`src/rtl/bcd_cnt_scan_pkg.sv`:
```
// -----------------------------------------------------------------------------
// bcd_cnt_scan_pkg
// Shared constants and helpers for the BCD counter / display-scan block.
//   BCD_W    : width of one BCD digit
//   BCD_MAX  : largest legal BCD digit value
//   SCAN_W   : width of the scan select driven to the display mux
//   SCAN_D*  : scan-select encoding, common with the display mux
//   clamp_bcd: saturates an out-of-range nibble to BCD_MAX
// -----------------------------------------------------------------------------
package bcd_cnt_scan_pkg;

   localparam int             BCD_W   = 4;
   localparam logic [BCD_W-1:0] BCD_MAX = 4'd9;
   localparam int             SCAN_W  = 2;

   // Scan-select encoding: 00 selects the most significant digit.
   localparam logic [SCAN_W-1:0] SCAN_D3 = 2'b00;
   localparam logic [SCAN_W-1:0] SCAN_D2 = 2'b01;
   localparam logic [SCAN_W-1:0] SCAN_D1 = 2'b10;
   localparam logic [SCAN_W-1:0] SCAN_D0 = 2'b11;

   function automatic logic [BCD_W-1:0] clamp_bcd(input logic [BCD_W-1:0] d);
      return (d > BCD_MAX) ? BCD_MAX : d;
   endfunction

endpackage

```
`src/rtl/bcd_cnt_scan_digit.sv`:
```
// -----------------------------------------------------------------------------
// bcd_digit
// One decade of the BCD up/down counter chain.
//   clk, rst_n : clock, synchronous active-low reset
//   clr        : synchronous clear to 0
//   load       : synchronous load of load_d (clamped to 9)
//   load_d     : digit value to load
//   step_in    : carry (up) or borrow (down) from the lower digit
//   up_dn      : 1 = count up, 0 = count down
//   q          : registered digit value
//   step_out   : combinational carry/borrow to the next higher digit
// -----------------------------------------------------------------------------
module bcd_digit
   import bcd_cnt_scan_pkg::*;
(
   input  logic             clk,
   input  logic             rst_n,
   input  logic             clr,
   input  logic             load,
   input  logic [BCD_W-1:0] load_d,
   input  logic             step_in,
   input  logic             up_dn,
   output logic [BCD_W-1:0] q,
   output logic             step_out
);

   logic at_limit;

   // The digit rolls over when it sits at 9 going up or at 0 going down.
   assign at_limit = up_dn ? (q == BCD_MAX) : (q == '0);
   assign step_out = step_in & at_limit;

   always_ff @(posedge clk) begin
      if (!rst_n) begin
         q <= '0;
      end else if (clr) begin
         q <= '0;
      end else if (load) begin
         q <= clamp_bcd(load_d);
      end else if (step_in) begin
         if (up_dn) begin
            q <= at_limit ? '0 : q + BCD_W'(1);
         end else begin
            q <= at_limit ? BCD_MAX : q - BCD_W'(1);
         end
      end
   end

endmodule

```
`src/rtl/bcd_cnt_scan.sv`:
```
// -----------------------------------------------------------------------------
// bcd_cnt_scan
// 4-digit BCD up/down counter with a free-running display scan sequencer.
//   CNT_TICK   : clk cycles per count step (>= 2)
//   SCAN_TICK  : clk cycles per scan-select advance (>= 2)
//   clk, rst_n : clock, synchronous active-low reset
//   en         : count enable (pauses the tick divider, keeps its phase)
//   up_dn      : 1 = up, 0 = down; only matters on a step edge
//   clr        : clear digits and tick divider
//   load       : load load_val (each nibble clamped to 9), clear tick divider
//   load_val   : {d3,d2,d1,d0}
//   ssd_ctl_en : scan select to the display mux
//   dig3..dig0 : registered BCD digits, dig3 most significant
//   wrap       : one-cycle pulse on 9999->0000 or 0000->9999
// Priority per edge: rst_n > clr > load > count step.
// -----------------------------------------------------------------------------
module bcd_cnt_scan
   import bcd_cnt_scan_pkg::*;
#(
   parameter int CNT_TICK  = 100000000,
   parameter int SCAN_TICK = 100000
)(
   input  logic              clk,
   input  logic              rst_n,
   input  logic              en,
   input  logic              up_dn,
   input  logic              clr,
   input  logic              load,
   input  logic [15:0]       load_val,
   output logic [SCAN_W-1:0] ssd_ctl_en,
   output logic [BCD_W-1:0]  dig3,
   output logic [BCD_W-1:0]  dig2,
   output logic [BCD_W-1:0]  dig1,
   output logic [BCD_W-1:0]  dig0,
   output logic              wrap
);

   localparam int TICK_W = $clog2(CNT_TICK);
   localparam int SCAN_CW = $clog2(SCAN_TICK);

   logic [TICK_W-1:0]  tick_cnt;
   logic [SCAN_CW-1:0] scan_cnt;
   logic               tick_last;
   logic               scan_last;
   logic               step;
   logic [4:0]         carry;
   logic [BCD_W-1:0]   q_arr [4];

   assign tick_last = (tick_cnt == TICK_W'(CNT_TICK - 1));
   assign scan_last = (scan_cnt == SCAN_CW'(SCAN_TICK - 1));
   assign step      = en & tick_last;

   // Tick divider: held while en = 0 so a pause keeps the step phase.
   always_ff @(posedge clk) begin
      if (!rst_n) begin
         tick_cnt <= '0;
      end else if (clr || load) begin
         tick_cnt <= '0;
      end else if (en) begin
         tick_cnt <= tick_last ? '0 : tick_cnt + TICK_W'(1);
      end
   end

   // Scan divider and select: only rst_n touches them.
   always_ff @(posedge clk) begin
      if (!rst_n) begin
         scan_cnt   <= '0;
         ssd_ctl_en <= SCAN_D3;
      end else if (scan_last) begin
         scan_cnt   <= '0;
         ssd_ctl_en <= ssd_ctl_en + SCAN_W'(1);
      end else begin
         scan_cnt   <= scan_cnt + SCAN_CW'(1);
      end
   end

   // Digit chain d0 -> d3; carry[i] is the step into digit i.
   assign carry[0] = step;

   for (genvar i = 0; i < 4; i++) begin : g_digit
      bcd_digit u_digit (
         .clk      (clk),
         .rst_n    (rst_n),
         .clr      (clr),
         .load     (load),
         .load_d   (load_val[i*BCD_W +: BCD_W]),
         .step_in  (carry[i]),
         .up_dn    (up_dn),
         .q        (q_arr[i]),
         .step_out (carry[i+1])
      );
   end

   assign dig0 = q_arr[0];
   assign dig1 = q_arr[1];
   assign dig2 = q_arr[2];
   assign dig3 = q_arr[3];

   // A carry out of d3 means the whole chain rolled over on this edge.
   always_ff @(posedge clk) begin
      if (!rst_n) begin
         wrap <= 1'b0;
      end else if (clr || load) begin
         wrap <= 1'b0;
      end else begin
         wrap <= carry[4];
      end
   end

endmodule
```
`config.mk`:
```
export PLATFORM = sky130hd
export DESIGN_NAME = bcd_cnt_scan
export DESIGN_NICKNAME = d
export VERILOG_FILES = /design/src/rtl/bcd_cnt_scan_pkg.sv /design/src/rtl/bcd_cnt_scan_digit.sv /design/src/rtl/bcd_cnt_scan.sv
export SDC_FILE = /design/constraint.sdc
export NUM_CORES = 1
export LEC_CHECK = 0
export ABC_AREA = 1
export CORE_MARGIN = 3
export CORE_UTILIZATION = 45
export CTS_CLUSTER_DIAMETER = 120
export DETAILED_ROUTE_END_ITERATION = 16
export PLACE_DENSITY_LB_ADDON = 0.25
export SYNTH_ARGS = -nofsm -noshare
export SYNTH_HDL_FRONTEND = slang
export SYNTH_SLANG_ARGS = --single-unit
```
`constraint.sdc`:
```
create_clock -name clk -period 1.9 [get_ports clk]
set_clock_uncertainty 0.05 [all_clocks]
set_input_delay 0.38 -clock clk [delete_from_list [all_inputs] [get_ports clk]]
set_output_delay 0.38 -clock clk [all_outputs]
set_load 0.005 [all_outputs]
```
==> qor.txt, run 1 <==
min-delay src -> scan_cnt[0]$_SDFF_PP0_
Pins Over Slew Limit -> 0
DRT Wirelength -> 9.70 mm
share of cells above drive strength 1 -> 0.164
Synth Register Bits -> 63
initial antenna violation count -> 0
FF-to-FF Start -> g_digit[1].u_digit.q[1]$_SDFFE_PP0P_
max_slew headroom -> 0.772
number of clock buffers inserted by TritonCTS -> 9
Post-synth EDFFs -> 0
final period utilization -> 0.973
Iter 0 DRT Violations -> 166
Die Width -> 98.8 um
Power Dens Cells -> 650 nW/um^2
post-synthesis sequential area ratio -> 0.325
MaxCap Viol Count -> 0
hold_buf cts -> 0
critical path cell sequence -> clkdlybuf4s50_1
ys async rst share -> 0
TritonCTS clock tree -> built
PortBufs -> 40
CP startpoint -> g_digit[0].u_digit.q[2]$_SDFFE_PP0P_
core area -> 8300 um^2
number of clock sinks -> 63
wire per inst -> 12.6 um
Final Instance Area -> 5020 um^2
Initial DRT Pass Iterations -> 4
Die Y -> 98.8 um
Starting Density -> 0.467
Worst Tran Pin Value -> 0.340 ns
Root Driver -> clkbuf_8
GRT overflow -> 0
detail-routed via count per cell -> 5.20
Fmax -> 541 MHz
# resized after CTS -> 0
WP buf/inv -> 1
CP max-delay cell -> clkdlybuf4s50_1
largest net degree at the start of global routing -> 16
Die ar. -> 9760 um^2
Stages on worst setup path -> 1
IO Count -> 41
Placement Rows -> 33
maximum VDD drop -> 0.358 mV
gr usage total -> 0.205
slowest stage delay, CP -> 0.58 ns
cell count of the worst reg-to-reg path -> 7
dpl ws -> -0.249 ns
critical path required time -> 1.47 ns
final setup vio count -> 0
antenna viol nets, final -> 0
Placed Area -> 4750 um^2
Clock Latency Late Sink -> 0.34 ns
Post-Syn Instances -> 570
minimum clock period -> 1.85 ns
Via Count -> 4001
total power -> 3260 uW
syn avg cell area -> 6.80 um^2
final net count -> 697
Ant. Diodes -> 0
CP Data Arrival Time -> 1.42 ns
H-Tree Depth -> 3
clk slew on worst S/H paths -> 0.07 ns
dpl hpwl -> 7.40 mm
critical path launch point type -> flop
setup_tns -> 0 ns
final routed DRC violation total -> 0
worst min-delay path category -> reg -> reg
critical path class -> reg -> out
P&R area growth vs syn -> 29.6%
Top FF cell, synth -> dfxtp_1
Cell Area, Synth -> 3870 um^2
status -> finished, final reports clean
LEAKAGE -> 0.00209 uW
syn_nets -> 606
final worst slack -> 0.0511 ns
CP delay by family, top -> buffers and inverters
Max Root-Sink Buffers -> 2
crit-path max FO -> 5
Netlist cell types -> 43
Hold Path Stages -> 1
Final Hold Vio Count -> 0
postcts setup bufs -> 0
global-route wire length before repair -> 16.7 mm
vias in the first global route -> 3855
Yosys warning count -> 0
Final Wtd Congestion -> 0.915
crit end category -> output port
-- layer usage --
layer	wire, um	vias to the layer above	track usage
li1	-	2045	-
met1	4590	1834	0.267
met2	4590	111	0.345
met3	395	11	0.0396
met4	126	0	0.0578
met5	0	-	0
-- synth_stat cells (3+ instances only) --
cell type  instances  share of area
nand2_1          122           0.12
nor2_1            85          0.082
dfxtp_1           63           0.33
inv_1             57          0.055
nand3_1           42          0.054
a21oi_1           35          0.045
xor2_1            21          0.047
nor3_1            20          0.026
nand4_1           18          0.029
ha_1              14          0.045
inv_2              9         0.0087
nor2_2             9          0.015
o21ai_0            9          0.012
o21ai_1            8          0.010
nand2_2            5         0.0081
nor3_2             5          0.013
o21a_1             5         0.0097
buf_2              4         0.0052
clkbuf_1           3         0.0029
nor4_1             3         0.0048
-- stage by stage --
step	hold slack (ns)	std cells	utilization
2_1_floorplan	0.368	570	-
3_3_place_gp	0.382	755	0.573
3_5_place_dp	0.390	755	0.573
4_1_cts	0.400	770	0.602
5_1_grt	0.435	770	0.605
6_report	0.397	770	0.605
-- layout make-up --
cell class,count,area (um^2)
repair buffers,89,796
clock buffers,12,155
well taps,105,131
multi-input cells,431,2330
flip-flops and latches,63,1260
fillers,743,3280
clock inverters,3,90.1
inverters,67,254
-- cells in the final DEF (no fill, tap or decap), types with 2 or more instances in the layout --
cell / Yosys / final
nor2_4: 2 / 2
xnor2_1: 2 / 2
or2_1: 2 / 2
nor3b_1: 2 / 2
nor3_2: 5 / 4
nor2_2: 9 / 11
nand4_1: 18 / 18
clkdlybuf4s50_1: 0 / 39
inv_2: 9 / 9
o21ai_1: 8 / 8
nand3_1: 42 / 42
or2_0: 2 / 2
dfxtp_2: 0 / 3
nor4_1: 3 / 3
bufinv_16: 0 / 3
or2_2: 2 / 2
clkbuf_8: 0 / 11
ha_1: 14 / 14
nor3_1: 20 / 20
buf_12: 0 / 2
o21a_1: 5 / 5
nand2_1: 122 / 122
a211oi_1: 2 / 2
nand4_4: 2 / 2
dfxtp_1: 63 / 60
nor2_1: 85 / 83
nand2_2: 5 / 4
o21ai_0: 9 / 9
buf_4: 2 / 47
a21oi_1: 35 / 35
nand2_4: 2 / 3
xor2_1: 21 / 21
inv_1: 57 / 57
-- sequential cells by signal, indices dropped and copies added (netlist names) --
signal,cells
tick_cnt,27
scan_cnt,17
g_digit.u_digit.q,16
ssd_ctl_en,2
wrap,1
-- power by group --
group	total, uW	internal [uW]	switching, uW
logic	437	212	225
clock network	1460	938	522
registers	1370	1340	25.9
-- path summary, 6_finish.rpt --
| kind | endpoint | slack [ns] |
|---|---|---|
| max | dig0[2] | 0.05 |
| min | scan_cnt[0]$_SDFF_PP0_ | 0.40 |
| max reg2reg | g_digit[1].u_digit.q[1]$_SDFFE_PP0P_ | 0.17 |
| min reg2reg | scan_cnt[0]$_SDFF_PP0_ | 0.40 |
-- logic make-up (layout without fill, tap and decap cells) --
logic type               after synthesis  in the layout  synth area share
XOR/XNOR                              23             23            0.0520
AND/OR/NAND/NOR                      329            329             0.407
AO/OA/AOI/OAI                         65             65            0.0924
buffers and inverters                 76            171            0.0775
adder cells (fa/ha/maj)               14             14            0.0452
flip-flops                            63             63             0.325
Power figures use the tool's default switching activity.
==> run 2, diff against run 1 <==
--- a/config.mk
+++ b/config.mk
@@ -13,4 +13,5 @@
 export PLACE_DENSITY_LB_ADDON = 0.25
 export SYNTH_ARGS = -nofsm -noshare
 export SYNTH_HDL_FRONTEND = slang
+export SYNTH_HIERARCHICAL = 1
 export SYNTH_SLANG_ARGS = --single-unit
==> qor.txt, run 2 <==
critical path cell sequence -> nand2_1 > inv_2 > nand2_1 > nor2_1 > nand3_1 > nor2_2 > a21boi_4 > a21boi_4 > a21boi_4 > nor2_4 > inv_2 > nand2_2 > a31oi_1 > nor2_1
Pins Over Slew Limit -> 0 (unchanged)
Die Y -> 100 um (+1.3%)
min-delay src -> scan_cnt[0]$_SDFF_PP0_
Post-synth EDFFs -> 0 (unchanged)
gr usage total -> 0.205 (about the same)
dpl ws -> -0.775 ns (-0.526 ns)
Final Hold Vio Count -> 0 (unchanged)
Yosys warning count -> 6 (+6)
critical path class -> reg -> reg
cell count of the worst reg-to-reg path -> 14 (+7)
Top FF cell, synth -> dfxtp_1
crit-path max FO -> 6 (+1)
PortBufs -> 40 (unchanged)
worst min-delay path category -> reg -> reg
total power -> 3000 uW (-8.0%)
Initial DRT Pass Iterations -> 5 (+1)
non-filler cells, final -> 860 (+12%)
most used cell, CP -> a21boi_4
CP Data Arrival Time -> 2.25 ns (+0.83 ns)
max reg flops -> 27 (unchanged)
core area -> 8420 um^2 (+1.5%)
r2r setup slk -> -0.16 ns (-0.33 ns)
crit end category -> flop
Final Instance Area -> 5440 um^2 (+8.3%)
ys async rst share -> 0 (unchanged)
Worst Hold Path EP -> scan_cnt[0]$_SDFF_PP0_
area occupied by multi-input gates -> 2440 um^2 (+4.9%)
Via Count -> 4252 (+6.3%)
violated checks -> setup timing
Power Dens Cells -> 552 nW/um^2 (-15%)
most frequent cell after synthesis -> nand2_1
global-route wire length before repair -> 17.2 mm (+2.5%)
antenna viol nets, final -> 0 (unchanged)
P&R area growth vs syn -> 36.5%
ranking of synthesized cells by area -> dfxtp_1 32%, nand2_1 13%, nor2_1 9.7%
Fmax -> 484 MHz (-10%)
FF-to-FF Start -> tick_cnt[15]$_SDFFE_PP0P_
commonest cells in the netlist -> 139 x nand2_1, 103 x nor2_1, 79 x inv_1, 63 x dfxtp_1, 40 x nand3_1
critical path launch point type -> flop
H-Tree Depth -> 3 (unchanged)
post-synthesis sequential area ratio -> 0.317 (-0.00889)
RSZ-0062 raised after global routing -> yes
final routed DRC violation total -> 0 (unchanged)
TritonCTS clock tree -> built
Clock Latency Late Sink -> 0.34 ns (about the same)
fillers -> 747 (+0.54%)
Regs by FF count -> tick_cnt: 27 flops, scan_cnt: 17 flops, g_digit.u_digit/q: 16 flops
CP delay by family, top -> compound AO/OA/AOI/OAI gates
Ant. Diodes -> 0 (unchanged)
Cell Area, Synth -> 3980 um^2 (+2.8%)
maximum VDD drop -> 0.437 mV (+22%)
Hold Path Stages -> 1 (unchanged)
CP max-delay cell -> dfxtp_2
Max Root-Sink Buffers -> 2 (unchanged)
DRT Wirelength -> 9.97 mm (+2.8%)
Worst Tran Pin Value -> 0.330 ns (-0.00928 ns)
syn avg cell area -> 6.46 um^2 (-5.0%)
placed insts -> 837 (+11%)
max_slew headroom -> 0.779 (+0.00763)
dpl hpwl -> 7.71 mm (+4.2%)
wire per inst -> 11.6 um (-8.0%)
final period utilization -> 1.09 (+0.113)
MaxCap Viol Count -> 0 (unchanged)
Synth area leader -> dfxtp_1
WP buf/inv -> 2 (+1)
Placement Rows -> 33 (unchanged)
share of the synthesized area in the top cell type -> 0.317 (-0.00889)
Netlist cell types -> 32 (-26%)
LEAKAGE -> 0.00241 uW (+15%)
initial antenna violation count -> 0 (unchanged)
reg2reg end -> g_digit[3].u_digit/q[2]$_SDFFE_PP0P_
status -> finished with violations
final worst slack -> -0.164 ns (-0.216 ns)
largest net degree at the start of global routing -> 17 (+1)
Iter 0 DRT Violations -> 277 (+67%)
Post-Syn Instances -> 617 (+8.2%)
syn_nets -> 653 (+7.8%)
clk slew on worst S/H paths -> 0.08 ns (about the same)
setup_tns -> -0.750 ns (-0.750 ns)
vias in the first global route -> 3982 (+3.3%)
Die Width -> 100 um (+1.3%)
critical path required time -> 2.09 ns (+0.62 ns)
Synth Register Bits -> 63 (unchanged)
share of cells above drive strength 1 -> 0.240 (+0.0758)
most common cell after layout, fill and taps aside -> nand2_1
GRT overflow -> 0 (unchanged)
slowest stage delay, CP -> 0.34 ns (-0.24 ns)
most frequent cells in the layout -> 136 x nand2_1, 99 x nor2_1, 82 x buf_4, 73 x inv_1, 56 x dfxtp_1
Die ar. -> 10000 um^2 (+2.6%)
final setup vio count -> 9 (+9)
Largest Register -> tick_cnt
detail-routed via count per cell -> 4.94 (-4.8%)
Register Area -> 1270 um^2 (+0.40%)
minimum clock period -> 2.06 ns (+0.216 ns)
number of clock buffers inserted by TritonCTS -> 9 (unchanged)
final net count -> 786 (+13%)
number of clock sinks -> 63 (unchanged)
IO Count -> 41 (unchanged)
Root Driver -> clkbuf_8
Placed Area -> 5130 um^2 (+7.8%)
Starting Density -> 0.473 (+0.00606)
Final Wtd Congestion -> 0.891 (-2.7%)
hold_buf cts -> 0 (unchanged)
run 2: cell types whose count changed after synthesis, sizes merged, moves of 7 or more:
cell	change
inv	+24
nand2	+24
nor2	+23
nor3	-10
xor2	-10
nand4	-7
run 2: worst max-delay path by stage:
stage	depth (start not counted)	end	start	slack, ns
2_1_floorplan	13	g_digit[3].u_digit/q[2]$_SDFFE_PP0P_	tick_cnt[1]$_SDFFE_PP0P_	-0.06
3_3_place_gp	15	g_digit[3].u_digit/q[2]$_SDFFE_PP0P_	en	-0.65
3_5_place_dp	15	g_digit[3].u_digit/q[2]$_SDFFE_PP0P_	en	-0.77
4_1_cts	13	g_digit[3].u_digit/q[2]$_SDFFE_PP0P_	tick_cnt[0]$_SDFFE_PP0P_	-0.19
5_1_grt	14	g_digit[3].u_digit/q[2]$_SDFFE_PP0P_	tick_cnt[13]$_SDFFE_PP0P_	-0.38
6_report	14	g_digit[3].u_digit/q[2]$_SDFFE_PP0P_	tick_cnt[15]$_SDFFE_PP0P_	-0.16
run 2: stage by stage:
step,util,hold slack (ns)
4_1_cts,0.639,0.431
2_1_floorplan,-,0.368
3_5_place_dp,0.609,0.393
6_report,0.646,0.433
3_3_place_gp,0.609,0.380
5_1_grt,0.646,0.446
run 2: cells by family after synthesis:
logic type,count (synthesis),synth area share
AO/OA/AOI/OAI,74,0.107
buffers and inverters,93,0.0905
AND/OR/NAND/NOR,358,0.409
XOR/XNOR,15,0.0330
adder cells (fa/ha/maj),14,0.0440
flip-flops,63,0.317
run 2: routing by layer:
metal | share of wire | track usage
met3 | 0.040 | 0.0375
met4 | 0.011 | 0.0528
met5 | 0 | 0
met2 | 0.49 | 0.351
met1 | 0.46 | 0.265
run 2: repair_timing:
action,4_1_cts,5_1_grt
endpoints found under the setup margin,9,11
pin swaps,10,11
setup buffers,3,4
gates resized for setup,8,14
run 2: layout make-up:
class / instances / share of cell area
clock buffers: 10 / 0.0253
flip-flops and latches: 63 / 0.233
multi-input cells: 461 / 0.449
well taps: 105 / 0.0242
repair buffers: 124 / 0.192
inverters: 91 / 0.0628
clock inverters: 6 / 0.0127
run 2: where the power goes:
part,internal [uW],total (uW),switching (uW),leakage (uW)
clock,648,1210,565,0.000103
sequential,1340,1370,26.6,0.000513
combinational,205,423,219,0.00180
run 2: worst register-to-register path: stages (launching register included):
cell and delay [ns]:
dfxtp_2 0.34, nand2_1 0.08, inv_2 0.06, nand2_1 0.07, nor2_1 0.09, nand3_1 0.12, nor2_2 0.15, a21boi_4 0.20
a21boi_4 0.19, a21boi_4 0.22, nor2_4 0.08, inv_2 0.08, nand2_2 0.05, a31oi_1 0.13, nor2_1 0.05
